**src/rtl/braun_mac_pkg.sv**
```systemverilog
// Shared state encoding and default widths for the Braun multiplier accumulate stage.
package braun_mac_pkg;

  localparam int DEF_PROD_W = 16;
  localparam int DEF_ACC_W  = 24;
  localparam int DEF_CNT_W  = 4;

  typedef enum logic [1:0] {
    ST_IDLE = 2'd0,
    ST_ACC  = 2'd1,
    ST_HOLD = 2'd2
  } state_e;

endpackage

```
**src/rtl/braun_mac_add.sv**
```systemverilog
// Accumulator adder: ACC_W + zero-extended PROD_W with carry-out.
// Clamps to all-ones on carry when BRAUN_MAC_SATURATE_EN is defined.
module braun_mac_add
  import braun_mac_pkg::*;
#(
  parameter int PROD_W = DEF_PROD_W,
  parameter int ACC_W  = DEF_ACC_W
) (
  input  logic [ACC_W-1:0]  acc_i,
  input  logic [PROD_W-1:0] prod_i,
  output logic [ACC_W-1:0]  sum_o,
  output logic              carry_o
);

  logic [ACC_W:0] total;

  assign total   = {1'b0, acc_i} + (ACC_W+1)'(prod_i);
  assign carry_o = total[ACC_W];

`ifdef BRAUN_MAC_SATURATE_EN
  // Once clamped, every later add carries again, so the value sticks at max.
  assign sum_o = total[ACC_W] ? {ACC_W{1'b1}} : total[ACC_W-1:0];
`else
  assign sum_o = total[ACC_W-1:0];
`endif

endmodule

```
**src/rtl/braun_mac_acc.sv**
```systemverilog
// Burst accumulator for the Braun multiplier product stream (IDLE/ACC/HOLD).
// Optional clamp-on-overflow: define BRAUN_MAC_SATURATE_EN.
module braun_mac_acc
  import braun_mac_pkg::*;
#(
  parameter int PROD_W = DEF_PROD_W,
  parameter int ACC_W  = DEF_ACC_W,
  parameter int CNT_W  = DEF_CNT_W
) (
  input  logic              clk,
  input  logic              rst_n,
  input  logic              start,
  input  logic [CNT_W-1:0]  len,
  input  logic              prod_valid,
  input  logic [PROD_W-1:0] prod,
  output logic              prod_ready,
  output logic              res_valid,
  output logic [ACC_W-1:0]  res,
  input  logic              res_ready,
  output logic              busy,
  output logic              ovf
);

  state_e           state_q;
  logic [CNT_W-1:0] len_q;
  logic [CNT_W-1:0] cnt_q;
  logic [ACC_W-1:0] acc_q;
  logic [ACC_W-1:0] acc_d;
  logic             ovf_q;
  logic             carry_d;

  braun_mac_add #(
    .PROD_W (PROD_W),
    .ACC_W  (ACC_W)
  ) u_add (
    .acc_i   (acc_q),
    .prod_i  (prod),
    .sum_o   (acc_d),
    .carry_o (carry_d)
  );

  always_ff @(posedge clk or negedge rst_n) begin
    if (!rst_n) begin
      state_q <= ST_IDLE;
      len_q   <= '0;
      cnt_q   <= '0;
      acc_q   <= '0;
      ovf_q   <= 1'b0;
    end else begin
      case (state_q)
        ST_IDLE: begin
          if (start) begin
            len_q   <= len;
            cnt_q   <= '0;
            acc_q   <= '0;
            ovf_q   <= 1'b0;
            state_q <= (len == '0) ? ST_HOLD : ST_ACC;
          end
        end
        ST_ACC: begin
          // prod_ready is high throughout ACC, so prod_valid alone marks a beat.
          if (prod_valid) begin
            acc_q <= acc_d;
            ovf_q <= ovf_q | carry_d;
            cnt_q <= cnt_q + CNT_W'(1);
            if (cnt_q == len_q - CNT_W'(1)) begin
              state_q <= ST_HOLD;
            end
          end
        end
        ST_HOLD: begin
          if (res_ready) begin
            state_q <= ST_IDLE;
          end
        end
        default: state_q <= ST_IDLE;
      endcase
    end
  end

  // All handshake outputs decode straight from registers: no input-to-output paths.
  assign prod_ready = (state_q == ST_ACC);
  assign res_valid  = (state_q == ST_HOLD);
  assign busy       = (state_q != ST_IDLE);
  assign res        = acc_q;
  assign ovf        = ovf_q;

endmodule

```
**config.mk**
```make
export PLATFORM = sky130hd
export DESIGN_NAME = braun_mac_acc
export DESIGN_NICKNAME = d
export VERILOG_FILES = /design/src/rtl/braun_mac_pkg.sv /design/src/rtl/braun_mac_add.sv /design/src/rtl/braun_mac_acc.sv
export SDC_FILE = /design/constraint.sdc
export NUM_CORES = 1
export LEC_CHECK = 0
export ABC_CLOCK_PERIOD_IN_PS = 6000
export CAP_MARGIN = 30
export CELL_PAD_IN_SITES_DETAIL_PLACEMENT = 2
export CELL_PAD_IN_SITES_GLOBAL_PLACEMENT = 2
export CORE_ASPECT_RATIO = 1.25
export CORE_MARGIN = 4
export CORE_UTILIZATION = 32
export CTS_CLUSTER_DIAMETER = 50
export DETAILED_ROUTE_END_ITERATION = 12
export PLACE_DENSITY_LB_ADDON = 0.05
export SETUP_SLACK_MARGIN = 0.5
export SLEW_MARGIN = 20
export SYNTH_ARGS = -nofsm -noshare
export SYNTH_HDL_FRONTEND = slang
export SYNTH_SLANG_ARGS = --single-unit
```
**constraint.sdc**
```tcl
create_clock -name clk -period 6 [get_ports clk]
set_input_delay 1.8 -clock clk [delete_from_list [all_inputs] [get_ports clk]]
set_output_delay 1.8 -clock clk [all_outputs]
set_load 0.02 [all_outputs]
```
# ---- Word-level counts from Yosys, hierarchy flattened
# Index checks and enable logic that the tools add are counted.
dict set report op_classes {
  n_bitwise 1
  n_mux 15
  n_reduce_logical 7
  n_addsub 3
  n_eq_ne 7
}
# operator count
set ops {}
lappend ops {{2-to-1 mux 24 bit} 2}
lappend ops {{one-hot mux 24 bit (2 select lines)} 1}
lappend ops {{adder 24 x 16 -> 25 bit} 1}
lappend ops {{2-to-1 mux 2 bit} 5}
lappend ops {{2-to-1 mux 4 bit} 2}
lappend ops {{one-hot mux 4 bit (2 select lines)} 1}
lappend ops {{one-hot mux 2 bit (3 select lines)} 1}
lappend ops {{adder 4 x 1 -> 4 bit (second input constant)} 1}
lappend ops {{== test 4 bit} 1}
lappend ops {{zero test 4 bit} 1}
lappend ops {{!= test 2 x 1 -> 1 bit (second input constant)} 2}
lappend ops {{!= test 2 bit (second input constant)} 2}
lappend ops {{AND reduction 4 bit} 1}
lappend ops {{nonzero test 2 bit} 2}
lappend ops {{subtractor 4 x 1 -> 4 bit (second input constant)} 1}
lappend ops {{AND reduction 3 bit} 1}
lappend ops {{== test 2 x 1 -> 1 bit (second input constant)} 1}
lappend ops {{== test 2 bit (second input constant)} 1}
lappend ops {{zero test 2 bit} 1}
lappend ops {{2-to-1 mux 1 bit} 2}
lappend ops {{one-hot mux 1 bit (2 select lines)} 1}
lappend ops {{AND reduction 2 bit} 1}
lappend ops {{OR 1 bit} 1}
dict set report totals {
  reg_bits 35
  out_inout_bits 28
  in_bits 25
  elab_cells 38
}

# ---- Longest topological paths before layout
# Gate-level depths: netlist (run 1).
dict set report depth {
  depth_word 5
  ltp_mapped 8
  ltp_nobuf 8
}

# ---- Cells and area by module
# From an unflattened synthesis (run 1), not the netlist that was laid out.
dict set report unflattened {
  hier_cells 241
  area_unflattened_um2 2453.6
}
# module seq_area_each_um2 instances area_each_um2 cells_per_inst
set modules_own_cells {}
lappend modules_own_cells {braun_mac_acc 875.8 1 1477.7 110}
lappend modules_own_cells {braun_mac_add 0.0 1 975.9 131}

# ---- Worst setup path before layout (run 1)
# OpenSTA, ideal clock, no wires.
dict set report synth_timing {
  path_type {input to register}
  from {input port prod[5]}
  to {register acc_q[22], in the netlist res[22]}
  t_arrival_ns 3.401
  setup_time_ns 0.120
  n_path_buf 1
  required_time_ns 5.880
  slack_ns 2.479
  path_stages 8
  cell_sequence {ha_1 buf_2 nand2_1 a2111oi_2 a211oi_1 o31ai_4 a31oi_1 a41o_1}
}
dict set report synth_via {
  elab_chain_cells 3
}
# item line
set synth_lines {}
lappend synth_lines {{from (decl)} braun_mac_acc.sv:15} ;# input logic [PROD_W-1:0] prod,
lappend synth_lines {{adder 24 x 16 -> 25 bit} braun_mac_add.sv:17} ;# assign total = {1'b0, acc_i} + (ACC_W+1)'(prod_i);
lappend synth_lines {{2-to-1 mux 24 bit} braun_mac_acc.sv:62} ;# if (prod_valid) begin
lappend synth_lines {{one-hot mux 24 bit (2 select lines)} braun_mac_acc.sv:50} ;# case (state_q)
lappend synth_lines {{to (signal assigned)} braun_mac_acc.sv:47} ;# acc_q <= '0;
lappend synth_lines {{to (signal assigned)} braun_mac_acc.sv:55} ;# acc_q <= '0;
lappend synth_lines {{to (signal assigned)} braun_mac_acc.sv:63} ;# acc_q <= acc_d;
lappend synth_lines {{to (decl)} braun_mac_acc.sv:27} ;# logic [ACC_W-1:0] acc_q;
# Every way passes these cells. The select of a mux whose other input is x is not followed.
# A chain may end at the register's enable or synchronous reset.

# ---- Final worst setup path (run 1)
dict set report layout_timing {
  from {input port prod[0]}
  to {register acc_q[20], in the netlist res[20]}
}
# The elaborated chain is that of the path after synthesis.

==> summary.md, run 1 <==
| Metric | Value |
|---|---|
| Outcome | finished, final reports clean |
| RePlAce Congestion | 0.763 |
| Vias in the first global route | 2555 |
| Die height | 104 µm |
| Startpoint Class | input port |
| Worst min-delay path category | reg2reg |
| Period minus WS final | around 4.0 ns |
| Period utilisation layout | between 60% and 70% |
| Max Cap Violations | 0 |
| Cell Int Power | 0.751 mW |
| Largest net degree at the start of global routing | 36 |
| Chip width | 84.6 µm |
| I/O Pins | 53 |
| Unique cell type count in the Yosys netlist | 46 |
| Setup Crit Path Kind | in2reg |
| Post-Syn Instances | 269 |
| Final hold viol count | 0 |
| Hold buffers post-CTS | 0 |
| Logic pwr share | 59.0% |
| CTS tree | built |
| Register share of total power | 28.2% |
| Total Power | around 1.4 mW |
| Initial Util | 33.2% |
| Synth-to-layout area growth | 30.2% |
| Worst-Skew Late Latency | 0.29 ns |
| Fillers | just over 800 |
| Initial antenna violation count | 0 |
| First-pass GRT wire length | 12500 µm |
| Psw | 0.656 mW |
| Area of the die | 8780 µm² |
| Final setup vio count | 0 |
| DRC viols | 0 |
| CP endpoint kind | flip-flop |
| Prevailing post-synth register cell | dfrtp_1 |
| Synth warnings | 0 |
| Detailed Routing Iterations Pass 1 | 4 |
| Total CTS buffers | 5 |
| Max incr delay on CP | between 0.4 and 0.5 ns |
| CP delay by family, top | compound AO/OA/AOI/OAI gates |
| Via density | 5.37 |
| Avg WL per Cell | ~17 µm |
| PortBufs | 52 |
| CTS resizes | 0 |
| Critical path arrival | 4.14 ns |
| Net count, final | 368 |
| Ys async rst share | 100% |
| Lkg Pwr | 1.32 nW |
| Skew final | 0.00851 ns |
| Post-synthesis net count | 313 |
| Htree depth | 2 |
| Postcts setup bufs | 0 |
| Post-synth EDFFs | 0 |
| P per Cell Area | ~460 nW/µm² |
| Worst Path Required | approximately 6.2 ns |
| Clk sinks | 35 |
| Sequential share of the synthesized area | roughly 37% |
| Critical path cell sequence | clkdlybuf4s50_1, ha_1, fa_1, nand3_1, a2111oi_2, a211oi_1, o31ai_4, a31oi_1, a41o_1 |
| Core area | between 7000 and 8000 µm² |
| Highest Clock Rate | between 200 and 300 MHz |
| Max-slew headroom | between 40 and 50% |
| Worst Path Max Fanout | 8 |
| Post-Route WL | 7130 µm |
| VDD IR-drop max | 0.146 mV |
| Fin. max-slew vios | 0 |
| Share of cells above drive strength 1 | 5.25% |
| CTS clk-pin slew, worst paths | 0.08 ns |
| Switching Fraction | about 47% |
| #FFs+latches synth | 35 |
| Post-DP HPWL | 5440 µm |
| Worst-margin pin slew | 0.880 ns |
| Netlist Area Pre-Place | approximately 2300 µm² |
| Crit path buf inv count | 1 |
| Final ANT Viol Nets | 0 |
| Slowest CP cell | clkdlybuf4s50_1 |
| RSZ-0062 raised after global routing | false |
| All-Layer GR Usage | roughly 17% |
| Post-synthesis area per instance | about 8.7 µm² |
| Row Count | 34 |
| Clk root buf | clkbuf_8 |
| Clock power share | 12.8% |
| Vias | roughly 2200 |
| Gr ovfl total | 0 |
| Setup TNS | 0 ns |
| Clock buffer depth | 2 |
| Ant. Diodes | 0 |
| Initial drt markers | 31 |
## power groups by stage
| stage | Combinational (mW) | Sequential, mW | Clock [mW] |
|---|---|---|---|
| 2_1_floorplan | 0.495 | 0.441 | 0 |
| 3_3_place_gp | 0.817 | 0.399 | 0 |
| 3_5_place_dp | 0.839 | 0.402 | 0 |
| 4_1_cts | 0.850 | 0.398 | 0.189 |
| 5_1_grt | 0.940 | 0.413 | 0.203 |
| 6_report | 0.830 | 0.397 | 0.180 |
## worst paths after layout
kind / start / endpoint / slack [ns] / depth (start not counted)
setup / recovery: prod[0] / res[20]$_DFFE_PN0P_ / 2.04 / 9
hold / removal: ovf$_DFFE_PN0P_ / ovf$_DFFE_PN0P_ / 0.50 / 2
setup reg to reg: res[5]$_DFFE_PN0P_ / res[20]$_DFFE_PN0P_ / 3.57 / 7
hold reg to reg: ovf$_DFFE_PN0P_ / ovf$_DFFE_PN0P_ / 0.50 / 2
max in group asynchronous: rst_n / cnt_q[1]$_DFFE_PN0P_ / 3.72 / 2
min in group asynchronous: rst_n / res[17]$_DFFE_PN0P_ / 1.95 / 2
## area by class of cell
type                       count  area (µm²)  area share (%)
clock buffer                   6        82.6            2.70
clock inverter                 1        5.00           0.164
inverter                      10        37.5            1.23
multi-input combinational    218        1410            46.0
sequential                    35         876            28.7
tap                           90         113            3.68
timing repair buffer          54         536            17.5
## tightest hold or removal path, stage by stage (launching register included)
cell and delay (ns):
dfrtp_1 0.35, a31oi_1 0.04, nor2_1 0.07
## stage by stage
stage / std cells / instance area, µm² / hold slack, ns / worst slack, ns / util (%)
2_1_floorplan: 269 / 2350 / 0.467 / 2.48 / -
3_3_place_gp: 407 / 2970 / 0.483 / 1.78 / 42.0
3_5_place_dp: 407 / 2970 / 0.495 / 1.70 / 42.0
4_1_cts: 414 / 3060 / 0.515 / 2.01 / 43.3
5_1_grt: 414 / 3060 / 0.550 / 1.84 / 43.3
6_report: 414 / 3060 / 0.502 / 2.04 / 43.3
## metal layers
layer  vias up  global-route usage (%)  routed length (µm)
met1      1113                    20.3                2960
met2        30                    32.3                3930
met3         6                    2.70                 157
met4         0                    4.07                  77
li1       1075                       -                   -
met5         -                       0                   0
## sequential cells by signal, indices dropped and copies added, names as in the netlist
name,flops
ovf,1
res,24
len_q,4
cnt_q,4
state_q,2
## logic make-up (layout without fill, tap and decap cells)
group / Yosys count / count (layout) / share of synthesized area (%)
mux: 1 / 1 / 0.426
fa+ha+maj: 19 / 19 / 10.4
buf+inv: 16 / 71 / 2.83
simple gates: 90 / 90 / 18.2
flops: 35 / 35 / 37.3
compound gates: 88 / 88 / 23.3
xor+xnor: 20 / 20 / 7.46
## layout by cell type (no fill, tap or decap), drive strengths merged, types with 2 or more instances in the layout
cell / n
o21ai: 35
nand2: 44
ha: 18
a22o: 3
dfrtp: 35
a31oi: 5
nor3: 2
and3: 3
xor2: 8
a21o: 2
nand3: 6
and2b: 2
nand4: 5
a41o: 2
or3: 4
o211ai: 2
clkdlybuf4s50: 52
inv: 10
o21bai: 2
a21oi: 26
clkbuf: 6
buf: 2
xnor2: 12
nor2: 18
nor3b: 2
## synthesized netlist by cell type, drive strengths merged, types with 4 or more instances
master	instances	share of area (%)
nand2	44	7.0
dfrtp	35	37
o21ai	35	7.5
a21oi	26	5.5
ha	18	9.6
nor2	18	2.9
xnor2	12	4.5
inv	10	1.6
xor2	8	3.0
nand3	6	1.5
a31oi	5	1.3
nand4	5	1.3
or3	4	1.1
Note: power is estimated with default switching activity, not from simulation.
==> inputs of run 2 (changes only) <==
--- a/config.mk
+++ b/config.mk
@@ -5,13 +5,13 @@
 export SDC_FILE = /design/constraint.sdc
 export NUM_CORES = 1
 export LEC_CHECK = 0
-export ABC_CLOCK_PERIOD_IN_PS = 6000
+export ABC_CLOCK_PERIOD_IN_PS = 3800
 export CAP_MARGIN = 30
 export CELL_PAD_IN_SITES_DETAIL_PLACEMENT = 2
 export CELL_PAD_IN_SITES_GLOBAL_PLACEMENT = 2
 export CORE_ASPECT_RATIO = 1.25
 export CORE_MARGIN = 4
-export CORE_UTILIZATION = 32
+export CORE_UTILIZATION = 30
 export CTS_CLUSTER_DIAMETER = 50
 export DETAILED_ROUTE_END_ITERATION = 12
 export PLACE_DENSITY_LB_ADDON = 0.05
==> constraint.sdc (replaced) <==
create_clock -name clk -period 3.8 [get_ports clk]
set_input_delay 1.14 -clock clk [delete_from_list [all_inputs] [get_ports clk]]
set_output_delay 1.14 -clock clk [all_outputs]
set_load 0.02 [all_outputs]
==> run 2 against run 1 <==
Final cell count up 2.7%. Combinational power rose by 69%. Global-route usage is essentially flat. Register-to-register slack lost 2.1 ns. Core utilization shrank 0.95 points. Count of clock-buffer cells in the layout is the same. Clock power rose by 59%. Total power rose by 64%. Sequential power rose by 58%. Non-clock buffer count is 9 higher. Clock skew shrank 0.0032 ns. Worst hold slack better by 0.0040 ns. Critical path type unchanged. Critical endpoint is now res[22]$_DFFE_PN0P_. Largest power group unchanged.
==> summary.md, run 2 (synthesized netlist as in run 1, its figures left out) <==
| Metric | Value |
|---|---|
| CTS tree | built (unchanged) |
| Max FFs per register | 24 (unchanged) |
| Worst min-delay path category | reg2reg (unchanged) |
| Max Cap Violations | 0 (unchanged) |
| Final core utilization | 42.3% (was 43.3%) |
| Die height | 107 µm (was 104 µm) |
| Final hold viol count | 0 (unchanged) |
| DRC viols | 0 (unchanged) |
| Most frequent cells in the layout | clkdlybuf4s50_1, nand2_1, dfrtp_1 (unchanged) |
| PortBufs | 52 (unchanged) |
| Worst-Skew Late Latency | 0.29 ns (about the same) |
| Vias in the first global route | 2573 (was 2555) |
| Detailed Routing Iterations Pass 1 | 3 (was 4) |
| Share of cells above drive strength 1 | 9.91% (was 5.25%) |
| Ant. Diodes | 0 (unchanged) |
| Fin. max-slew vios | 0 (unchanged) |
| Initial Util | 31.3% (was 33.2%) |
| Worst-margin pin slew | 0.489 ns (was 0.880 ns) |
| Initial antenna violation count | 0 (unchanged) |
| Setup Crit Path Kind | in2reg (unchanged) |
| First-pass GRT wire length | 12700 µm (was 12500 µm) |
| VDD IR-drop max | 0.240 mV (was 0.146 mV) |
| Largest net degree at the start of global routing | 36 (unchanged) |
| Startpoint Class | input port (unchanged) |
| Final setup vio count | 0 (unchanged) |
| Vias | 2255 (was 2224) |
| Htree depth | 2 (unchanged) |
| Setup TNS | 0 ns (unchanged) |
| Area of the die | 9310 µm² (was 8780 µm²) |
| Post-route cell area | 3170 µm² (was 3060 µm²) |
| CTS clk-pin slew, worst paths | 0.07 ns (was 0.08 ns) |
| Max-slew headroom | 67.4% (was 41.3%) |
| Outcome | finished, final reports clean (unchanged) |
| Total Power | 2.31 mW (was 1.41 mW) |
| Highest Clock Rate | 312 MHz |
| RePlAce Congestion | 0.778 (was 0.763) |
| FF-to-FF setup slack | 1.49 ns (was 3.57 ns) |
| All-Layer GR Usage | 17.3% (about the same) |
| Clk root buf | clkbuf_8 (unchanged) |
| Via density | 5.31 (was 5.37) |
| Critical path arrival | 3.38 ns (was 4.14 ns) |
| Avg WL per Cell | 17.5 µm (was 17.2 µm) |
| Period minus WS final | 3.21 ns |
| Post-Route WL | 7420 µm (was 7130 µm) |
| Commonest non-fill, non-tap cell in the layout | clkdlybuf4s50_1 (unchanged) |
| I/O Pins | 53 (unchanged) |
| Clock buffer depth | 2 (unchanged) |
| P per Cell Area | 729 nW/µm² (was 460 nW/µm²) |
| Total CTS buffers | 5 (unchanged) |
| Final ANT Viol Nets | 0 (unchanged) |
| Hold buffers post-CTS | 0 (unchanged) |
| Chip width | 87.1 µm (was 84.6 µm) |
| Row Count | 35 (was 34) |
| Gr ovfl total | 0 (unchanged) |
| Clk sinks | 35 (unchanged) |
| Initial drt markers | 56 (was 31) |
| Lkg Pwr | 1.36 nW (was 1.32 nW) |
| Period utilisation layout | ~84% |
| Worst Path Max Fanout | 7 (was 8) |
| Worst Path Required | 3.98 ns (was 6.18 ns) |
| Net count, final | 377 (was 368) |
| RSZ-0062 raised after global routing | false (unchanged) |
| Synth-to-layout area growth | 35.1% (was 30.2%) |
| Core area | 7490 µm² (was 7060 µm²) |
| Post-placement cell area | 3030 µm² (was 2970 µm²) |
| Skew final | 0.00535 ns (was 0.00851 ns) |
| Post-DP HPWL | 5620 µm (was 5440 µm) |
| Hold slack final | 0.506 ns (was 0.502 ns) |
| CP endpoint kind | flip-flop (unchanged) |
| Fillers | 848 (was 814) |
==> run 2: changes by cell type in the layout (fill, tap and decap cells not counted), sizes merged <==
| cell | previous run | this run |
|---|---|---|
| buf | 2 | 11 |
==> run 2: stage by stage <==
stage / setup slack, ns / std cells
final: 0.593 / 425
after CTS: 0.502 / 424
after floorplan: 0.939 / 269
after global placement: 0.243 / 417
after global routing: 0.495 / 425
after detailed placement: 0.152 / 417
==> run 2: final cells by class <==
class | count | area, µm² | area share [%]
repair buffers | 63 | 603 | 19.0
clock inverters | 1 | 5.00 | 0.158
flip-flops and latches | 35 | 876 | 27.6
clock buffers | 6 | 82.6 | 2.60
well taps | 92 | 115 | 3.63
multi-input cells | 218 | 1450 | 45.8
inverters | 10 | 37.5 | 1.18
==> run 2: where the power goes <==
part	switching [mW]	total (mW)	internal, mW
clock	0.143	0.286	0.143
sequential	0.133	0.629	0.496
combinational	0.792	1.40	0.604
==> run 2: worst max-delay path, stage by stage <==
cell             delay [ns]
clkdlybuf4s50_1        0.46
ha_2                   0.20
fa_2                   0.25
nand3_4                0.10
a2111oi_4              0.38
a211oi_2               0.10
o31ai_4                0.38
a31oi_1                0.14
a41o_1                 0.22
==> run 2: per-layer routing <==
metal	vias up	GRT usage (%)	wire [µm]
li1	1095	-	-
met1	1112	19.6	3030
met2	36	32.1	4060
met3	12	2.69	180
met4	0	5.81	153
met5	-	0	0
==> run 2: worst paths after layout <==
kind,from,endpoint,depth (start not counted)
worst min-delay path,len_q[3]$_DFFE_PN0P_,len_q[3]$_DFFE_PN0P_,2
worst max-delay path,prod[0],res[22]$_DFFE_PN0P_,9
min in group asynchronous,rst_n,state_q[0]$_DFFE_PN0P_,2
max in group asynchronous,rst_n,res[19]$_DFFE_PN0P_,2
worst max register to register,res[2]$_DFFE_PN0P_,res[17]$_DFFE_PN0P_,7
worst min register to register,len_q[3]$_DFFE_PN0P_,len_q[3]$_DFFE_PN0P_,2
==> run 2: timing repair <==
action	CTS	global route
cloned	0	0
resized for setup	1	8
buffers inserted	0	1
pin swaps	1	4
endpoints found under the setup margin	4	9
